--- src/rtl/fwd_scoreboard.sv ---
// fwd_scoreboard: tracks in-flight destination tags, resolves EX forwarding selects and load-use stalls
module fwd_scoreboard #(
    parameter int NUM_SRC  = 2,
    parameter int RADDR_W  = 5,
    parameter int DEPTH    = 3,
    parameter int LOAD_POS = 2,
    parameter int CNT_W    = 16,
    localparam int SEL_W   = $clog2(DEPTH)
) (
    input  logic                       clk,
    input  logic                       rst_n,
    input  logic                       id_valid,
    input  logic [NUM_SRC*RADDR_W-1:0] id_src_addr,
    input  logic [NUM_SRC-1:0]         id_src_used,
    input  logic [RADDR_W-1:0]         id_dst_addr,
    input  logic                       id_reg_write,
    input  logic                       id_is_load,
    input  logic                       flush,
    output logic                       stall,
    output logic                       ex_valid,
    output logic [NUM_SRC*SEL_W-1:0]   ex_fwd_sel,
    output logic [CNT_W-1:0]           stall_cnt
);
    logic [DEPTH-1:0]              valid_q, valid_d, wr_q, wr_d, load_q, load_d;
    logic [DEPTH-1:0][RADDR_W-1:0] dst_q, dst_d;
    logic [NUM_SRC*SEL_W-1:0]      fwd_sel_q, fwd_sel_d, sel_next;
    logic [CNT_W-1:0]              cnt_q, cnt_d;
    logic                          hazard, issue;

    // Find the youngest producer per source, then either forward from it or flag a load-use hazard
    always_comb begin
        logic [RADDR_W-1:0] src;
        int                 pos;
        logic               ld;
        hazard   = 1'b0;
        sel_next = '0;
        src      = '0;
        pos      = 0;
        ld       = 1'b0;
        for (int i = 0; i < NUM_SRC; i++) begin
            src = id_src_addr[i*RADDR_W +: RADDR_W];
            pos = 0;
            ld  = 1'b0;
            for (int k = DEPTH - 1; k >= 0; k--) begin
                if (valid_q[k] && wr_q[k] && dst_q[k] == src && src != '0) begin
                    pos = k + 1;
                    ld  = load_q[k];
                end
            end
            if (id_src_used[i] && pos != 0) begin
                if (ld && pos < LOAD_POS)
                    hazard = 1'b1;
                else if (pos < DEPTH)
                    sel_next[i*SEL_W +: SEL_W] = SEL_W'(pos);
            end
        end
        stall     = id_valid && !flush && hazard;
        issue     = id_valid && !flush && !hazard;
        valid_d   = {valid_q[DEPTH-2:0], issue};
        wr_d      = {wr_q[DEPTH-2:0], id_reg_write};
        load_d    = {load_q[DEPTH-2:0], id_is_load};
        dst_d     = {dst_q[DEPTH-2:0], id_dst_addr};
        fwd_sel_d = issue ? sel_next : '0;
        cnt_d     = (stall && !(&cnt_q)) ? cnt_q + CNT_W'(1) : cnt_q;
    end

    // Shift the tag pipeline every cycle; reset drops every in-flight tag immediately
    always_ff @(posedge clk or negedge rst_n) begin
        if (!rst_n) begin
            valid_q   <= '0;
            wr_q      <= '0;
            load_q    <= '0;
            dst_q     <= '0;
            fwd_sel_q <= '0;
            cnt_q     <= '0;
        end else begin
            valid_q   <= valid_d;
            wr_q      <= wr_d;
            load_q    <= load_d;
            dst_q     <= dst_d;
            fwd_sel_q <= fwd_sel_d;
            cnt_q     <= cnt_d;
        end
    end

    assign ex_valid   = valid_q[0];
    assign ex_fwd_sel = fwd_sel_q;
    assign stall_cnt  = cnt_q;
endmodule

--- config.mk ---
export PLATFORM = sky130hd
export DESIGN_NAME = fwd_scoreboard
export DESIGN_NICKNAME = d
export VERILOG_FILES = /design/src/rtl/fwd_scoreboard.sv
export SDC_FILE = /design/constraint.sdc
export NUM_CORES = 1
export LEC_CHECK = 0
export BUFFER_PORTS_ARGS = -buffer_cell sky130_fd_sc_hd__buf_2
export CAP_MARGIN = 20
export CORE_ASPECT_RATIO = 1.25
export CORE_MARGIN = 5
export CORE_UTILIZATION = 48
export CTS_CLUSTER_SIZE = 25
export DETAILED_ROUTE_END_ITERATION = 8
export HOLD_SLACK_MARGIN = 0.08
export PLACE_DENSITY = 0.74
export SLEW_MARGIN = 0
export SYNTH_ARGS = -nofsm -noshare
export SYNTH_HDL_FRONTEND = slang
export SYNTH_SLANG_ARGS = --single-unit
--- constraint.sdc ---
create_clock -name clk -period 2.4 [get_ports clk]
set_input_delay 0.36 -clock clk [delete_from_list [all_inputs] [get_ports clk]]
set_output_delay 0.36 -clock clk [all_outputs]
set_load 0.05 [all_outputs]
---- Yosys cells after proc, flatten, opt, wreduce, memory -nomap -nowiden ----
Index checks and enable logic that the tools add are counted.
Widths: inputs -> output; s select.
cells by class
  add/subtract/negate cells ............... 1
  $lt $le $gt $ge ......................... 4
  equal/unequal tests ..................... 6
  mux-type cells .......................... 23
  reductions and logical operators ........ 31
operator list
  cell                   number
  $lt 32x3->1 const B    4
  $mux 32                3
  $reduce_bool 32->1     2
  $eq 5x5->1             6
  $logic_and 1x1->1      23
  $mux 2                 9
  $add 16x1->16 const B  1
  $reduce_and 16->1      1
  $mux 1                 10
  $reduce_bool 5->1      2
  $mux 4                 1
  $logic_not 1->1        3
storage, ports and cells
  flip-flop bits (word level) ............. 44
  bits of input ports ..................... 23
  output and inout port bits .............. 22
  logic and storage cells ................. 73

---- Depth between registers and ports, before layout ----
Gate-level depths: netlist (run 1).
  depth in word-level cells ............... 15
  depth in mapped cells ................... 6
  depth with buffers taken out ............ 6

---- Least setup slack after synthesis (run 1) ----
Ideal clock, no wire load.
  kind .................................... register -> output
  from .................................... reg valid_q[0]
  to ...................................... out stall
  arrival ................................. 1.899 ns
  required time ........................... 2.040 ns
  path slack .............................. 0.141 ns
  cell stages (with the launch flop) ...... 5
  buffers on the path ..................... 0
  cells stage by stage .................... dfrtp_1 > nand2_1 > nor3_1 > nand2b_1 > a21oi_1
on the way
  word-level cells in the longest chain between the ends .. 11
  elaborated cells between the ends (all ways) .. 22
  classes of those cells .................. 2 x order compare; 8 x mux; 12 x reduce/logical
RTL lines
  what                            line  source
  from (decl)                     24    logic [DEPTH-1:0] valid_q, valid_d, wr_q, wr_d, load_q, load_d;
  from (signal assigned)          77    valid_q <= valid_d;
  $logic_and 1x1->1 *             45    if (valid_q[k] && wr_q[k] && dst_q[k] == src && src != '0) begin
  $logic_and 1x1->1 (2 in a row)  45
  $mux 32                         45
  $lt 32x3->1                     51    if (ld && pos < LOAD_POS)
  $logic_and 1x1->1               51
  $mux 1                          51
  $mux 1                          50    if (id_src_used[i] && pos != 0) begin
  $mux 1                          51
  $mux 1 *                        50
  $logic_and 1x1->1 *             57    stall = id_valid && !flush && hazard;
  to (decl)                       19    output logic stall,
Mark *: on every way between the ends. The rest lies on a longest branch, timed or not.

---- Worst setup path in the final report (run 1) ----
  from .................................... reg dst_q, in the netlist dst_d[7]
  to ...................................... out stall
on the way
  word-level cells in the longest chain between the ends .. 11
  elaborated cells between the ends (all ways) .. 23
  classes of those cells .................. 2 x order compare; 2 x eq/ne; 8 x mux; 11 x reduce/logical
RTL lines
  what                            line  source
  from (decl)                     25    logic [DEPTH-1:0][RADDR_W-1:0] dst_q, dst_d;
  from (signal assigned)          80    dst_q <= dst_d;
  $eq 5x5->1                      45
  $logic_and 1x1->1 (2 in a row)  45
  $mux 32                         45
  $lt 32x3->1                     51
  $logic_and 1x1->1               51
  $mux 1                          51
  $mux 1                          50
  $mux 1                          51
  $mux 1 *                        50
  $logic_and 1x1->1 *             57
Marked as above.

==> results of run 1 <==
[metal layers]
metal / vias up / GRT usage / part of all wire
met3: 10 / 0.0592 / 0.056
li1: 630 / - / -
met2: 35 / 0.287 / 0.53
met4: 0 / 0.0807 / 0.026
met1: 644 / 0.196 / 0.39
met5: - / 0 / 0
[worst max-delay path by stage]
stage	slack (ns)	endpoint	cells past startpoint
2_1_floorplan	0.14	stall	4
3_3_place_gp	0.32	stall	6
3_5_place_dp	0.28	ex_fwd_sel[1]	6
4_1_cts	0.06	stall	6
5_1_grt	-0.05	stall	6
6_report	0.13	stall	6
[stage by stage]
step | hold WS, ns | worst slack (ns) | utilization
floorplan | 0.0644 | 0.141 | -
global placement | 0.414 | 0.322 | 0.569
detailed placement | 0.417 | 0.279 | 0.569
CTS | 0.164 | 0.0598 | 0.609
global route | 0.156 | -0.0540 | 0.617
finish | 0.133 | 0.130 | 0.617
[critical path: cells and delay by family, from the launching register on]
kind                   cells  cell delay, ns
buffers and inverters      1            0.25
XOR/XNOR                   1            0.25
flip-flops                 1            0.42
AND/OR/NAND/NOR            3            0.55
AO/OA/AOI/OAI              1            0.15
[state kept, by name (all words and copies together) (netlist names)]
| register | flops |
|---|---|
| ex_fwd_sel | 4 |
| dst_d | 10 |
| valid_q | 2 |
| stall_cnt | 16 |
| load_q | 1 |
| wr_q | 2 |
[kinds of logic after synthesis]
kind of cell	count (synthesis)
fa+ha+maj	1
simple gates	65
flops	35
compound gates	7
xor+xnor	35
buf+inv	3
mux	1
[placed cells by master (no fill, tap or decap), types with 3 or more instances in the layout]
cell,count
dfrtp_1,35
xor2_1,8
and3_1,3
nand2_1,10
clkbuf_8,5
xnor2_1,25
nor3_1,4
nor2_1,5
nor4_1,4
buf_2,43
nand3_1,13
nand4_1,9
[report_power, final]
| part | leakage [µW] | switching [µW] | internal [µW] |
|---|---|---|---|
| Sequential | 0.000457 | 14.3 | 603 |
| Clock | 0.0000644 | 212 | 414 |
| Combinational | 0.000443 | 61.8 | 46.3 |
[final cells by class]
class	instances	area (µm²)
Tap cell	39	48.8
Multi-Input combinational cell	109	806
Inverter	2	7.51
Clock inverter	3	67.6
Clock buffer	5	68.8
Fill cell	310	1310
Sequential cell	35	876
Timing Repair Buffer	46	238
==> impl_results.md, run 1 <==
- H-tree levels: 2
- Non-Filler Instances: 239
- Crit path arrival time: 1.91 ns
- Largest family of logic cells by synthesized area: simple AND/OR/NAND/NOR gates
- Die height: 75.9 µm
- Post-synth net total: 171
- Initial antenna violation count: 0
- CP Capture Type: primary output
- Final Hold Viols: 0
- Least-Margin Pin Slew: 0.748 ns
- GP Congestion: 0.883
- Post-synth top area cell: dfrtp_1
- Fin Setup TNS: 0 ns
- P per Cell Area: 640 nW/µm²
- Port-buffer cells: 44
- Reg-to-reg startpoint: dst_d[5]
- Cells after synthesis: 147
- Largest cells by area after synthesis: dfrtp_1 (52%), xnor2_1 (14%), xor2_1 (4.2%), nand3_1 (3.9%), nand4_1 (3.4%)
- Row Count: 24
- Core area: 3420 µm²
- Global-route wire length before repair: 6570 µm
- Layout Nets: 223
- Synthesis warning total: 0
- Num CTS Buffers: 5
- Drt drc: 0
- Slew HR: 0.502
- CTS Buffer Depth: 2
- # setup viols final: 0
- Die X: 62.7 µm
- Post-DP HPWL: 2870 µm
- Die ar.: 4760 µm²
- Final instance area: 2110 µm²
- Distinct cells, synth: 32
- Post-synthesis xor/xnor area fraction: 0.184
- Worst Path Required: 2.04 ns
- Seq/Total Area, Yosys: 0.525
- Post-CTS sizing: 0
- WS Path Type: reg2out
- Hold WC Path Type: in2async
- Lkg Pwr: 0.000964 µW
- Drt wl/cell: 15.9 µm
- Slowest Stage Delay on Critical Path: 0.42 ns
- Placed Area: 1950 µm²
- FF-to-FF path depth: 5
- Compound-cell area share of the yosys netlist: 0.0420
- Post-synth top area share: 0.525
- Via density: 5.52
- Top-count cell post-synth: dfrtp_1
- Status: finished, final reports clean
- Reg2reg setup slack: 0.53 ns
- Vias: 1319
- Initial DRC Count: 77
- Total power: 1350 µW
- Critical-path cell list: xnor2_1 -> nand4_1 -> nor3_2 -> nand3_1 -> a21oi_1 -> clkbuf_4
- Crit path from: dst_d[7]
- Cts hold-fix bufs: 0
- Skew-Pair Late Insertion Delay: 0.29 ns
- Post-CTS Setup Bufs: 0
- Final wirelength: 3810 µm
- Post-Synth Simple-Gate Area: 0.228
- Synthesized cell area: 1670 µm²
- Largest net degree at the start of global routing: 36
- Max-cap violation count: 0
- Vias in the first global route: 1414
- Synthesis-to-layout area growth: 26.5%
- Adder-cell share of the synthesized area: 0.00750
- Fin crit share: 0.946
- Setup Skew: 0.00386 ns
- Reg clk slew, reported paths: 0.07 ns
- Achievable clock frequency: 440 MHz
- Root buf cell: clkbuf_8
- Worst vdd ir: 755 µV
- Slowest cell on crit path: dfrtp_1
- Post-synth EDFFs: 0
- Synth top cells by count: dfrtp_1 (35), xnor2_1 (27), nand3_1 (13), nand2_1 (10), nand4_1 (9)
- Tmin final: 2.27 ns
- Top fanout value on the critical path: 3
- Async set-reset flop share out of synthesis: 1.00
- Synth Flop Type: dfrtp_1
- Endpoint of the worst register-to-register path: stall_cnt[1]
- # IOs: 45
- Multiplexer share of the synthesized area: 0.00675
- TritonCTS clock tree: done
- Max-slew violations: 0
- Total global routing overflow: 0
- Mean area per synthesized cell: 11.4 µm²
- Layout cells sized above 1: 0.335
- 1st-pass router iterations: 4
- Antenna Cells: 0
- Initial Utilization: 0.488
- GRT Total Usage: 0.173
- Critical Path Source Type: flop
- CTS Sinks: 35
- Post-route antenna net violation count: 0
- Dpl cells: 231
- Synth Register Bits: 35
Note: power is estimated with default switching activity, not from simulation.
==> run 2: changes to the inputs <==
- CORE_UTILIZATION: 48 -> 42
- PLACE_DENSITY: 0.74 -> 0.66
==> run 2 against run 1 <==
  * Clock power shrank 13%
  * Die area grew 12%
  * Highest routed layer unchanged
  * Hold slack gained 0.0032 ns
  * Combinational power is essentially flat
  * Wire length shrank 1.4%
  * Sequential share of layout area shrank 0.098 points
  * Clock skew grew 0.0058 ns
  * Fmax grew 1.8%
  * Worst setup slack gained 0.039 ns
  * Non-clock buffer count is the same
==> impl_results.md, run 2 (synthesized netlist as in run 1, its figures left out) <==
- Vias in the first global route: 1389
- Layout Nets: 223
- Max-cap violation count: 0
- Final Hold Viols: 0
- Final setup margin: 0.169 ns
- Slew HR: 0.495
- Post-route antenna net violation count: 0
- GP Congestion: 0.844
- Lkg Pwr: 0.000971 µW
- Via density: 5.20
- WS Path Type: reg2out
- Root buf cell: clkbuf_8
- Reg clk slew, reported paths: 0.07 ns
- Die height: 80.5 µm
- Crit path arrival time: 1.87 ns
- Num CTS Buffers: 5
- Fin crit share: 0.930
- Top fanout value on the critical path: 3
- # IOs: 45
- Initial Utilization: 0.437
- Hold WC Path Type: in2async
- Skew-Pair Late Insertion Delay: 0.29 ns
- Core area: 3820 µm²
- CTS Sinks: 35
- Dpl cells: 246
- Setup Skew: 0.00966 ns
- # fillers: 369
- H-tree levels: 2
- Reg2reg setup slack: 0.46 ns
- Most frequent cells in the layout: buf_2 (43), dfrtp_1 (35), xnor2_1 (23), nand3_1 (13), nand2_1 (10)
- Commonest non-fill, non-tap cell in the layout: buf_2
- Pre-CTS WS: 0.313 ns
- Initial DRC Count: 43
- GRT Total Usage: 0.154
- Achievable clock frequency: 448 MHz
- CTS Buffer Depth: 2
- Drt wl/cell: 14.8 µm
- P per Cell Area: 601 nW/µm²
- Port-buffer cells: 44
- Least-Margin Pin Slew: 0.757 ns
- TritonCTS clock tree: done
- Critical Path Source Type: flop
- Non-Filler Instances: 254
- Critical-path cell list: xnor2_1 -> nand4_1 -> nor3_1 -> nand2b_1 -> a21oi_1 -> clkbuf_4
- Row Count: 25
- Worst vdd ir: 319 µV
- Hold_ws: 0.136 ns
- Max reg flops: 16
- 1st-pass router iterations: 4
- Buf+Inv Stages, Crit Path: 1
- Vias: 1321
- Finished Core Util: 0.555
- # setup viols final: 0
- Slowest cell on crit path: dfrtp_1
- Max-slew violations: 0
- Drt drc: 0
- Cts hold-fix bufs: 0
- Post-DP HPWL: 2940 µm
- Tmin final: 2.23 ns
- Total global routing overflow: 0
- Die ar.: 5340 µm²
- Final wirelength: 3760 µm
- Layout cells sized above 1: 0.335
- Global-route wire length before repair: 6230 µm
- Status: finished, final reports clean
- Initial antenna violation count: 0
- Worst Path Required: 2.04 ns
- Synthesis-to-layout area growth: 26.8%
- CP Capture Type: primary output
- Slowest Stage Delay on Critical Path: 0.43 ns
- Antenna Cells: 0
- Crit-path leading delay family: simple AND/OR/NAND/NOR gates
- RSZ-0062 raised after global routing: no
- Largest net degree at the start of global routing: 36
- Die X: 66.4 µm
- Fin Setup TNS: 0 ns
[run 2: layout make-up]
type                       instances  area, µm²  share of cell area
clock buffer                       6       82.6              0.0390
clock inverter                     2       35.0              0.0165
inverter                           2       7.51             0.00355
multi-input combinational        109        811               0.383
sequential                        35        876               0.414
tap                               54       67.6              0.0319
timing repair buffer              46        238               0.112
[run 2: path summary, 6_finish.rpt]
| check | from | to | depth (start not counted) |
|---|---|---|---|
| min in group clk | id_dst_addr[1] | dst_d[6] | 1 |
| max | dst_d[6] | stall | 6 |
| max reg2reg | stall_cnt[0] | stall_cnt[15] | 7 |
| min | rst_n | dst_d[10] | 1 |
| min reg2reg | dst_d[5] | dst_d[10] | 0 |
| max in group asynchronous | rst_n | stall_cnt[14] | 1 |
[run 2: report_power, final]
part / total (µW) / internal, µW / switching (µW)
registers: 618 / 603 / 14.9
clock network: 546 / 336 / 210
logic: 109 / 48.2 / 60.5
total: 1270 / 987 / 285
[run 2: metrics by stage]
| step | area, µm² | total power (µW) |
|---|---|---|
| after floorplan | 1670 | 679 |
| after global placement | 1970 | 729 |
| after detailed placement | 1970 | 732 |
| after CTS | 2080 | 1290 |
| after global routing | 2120 | 1330 |
| final | 2120 | 1270 |
[run 2: layer usage]
layer / up-vias / global-route usage / part of all wire
li1: 629 / - / -
met1: 648 / 0.172 / 0.41
met2: 37 / 0.263 / 0.53
met3: 7 / 0.0476 / 0.050
met4: 0 / 0.0732 / 0.016
met5: - / 0 / 0
[run 2: worst register-to-register path, stage by stage, from the launching register on]
cell and delay [ns]:
dfrtp_1 0.42, ha_1 0.26, nand4_1 0.13, nor2_1 0.09, a2111oi_2 0.36, buf_4 0.20, and4bb_2 0.24, xor2_1 0.16
[run 2: timing repair]
action	CTS	global route
buffers inserted	0	0
resized for setup	0	5
hold endpoints to repair	0	0
endpoints found under the setup margin	0	1
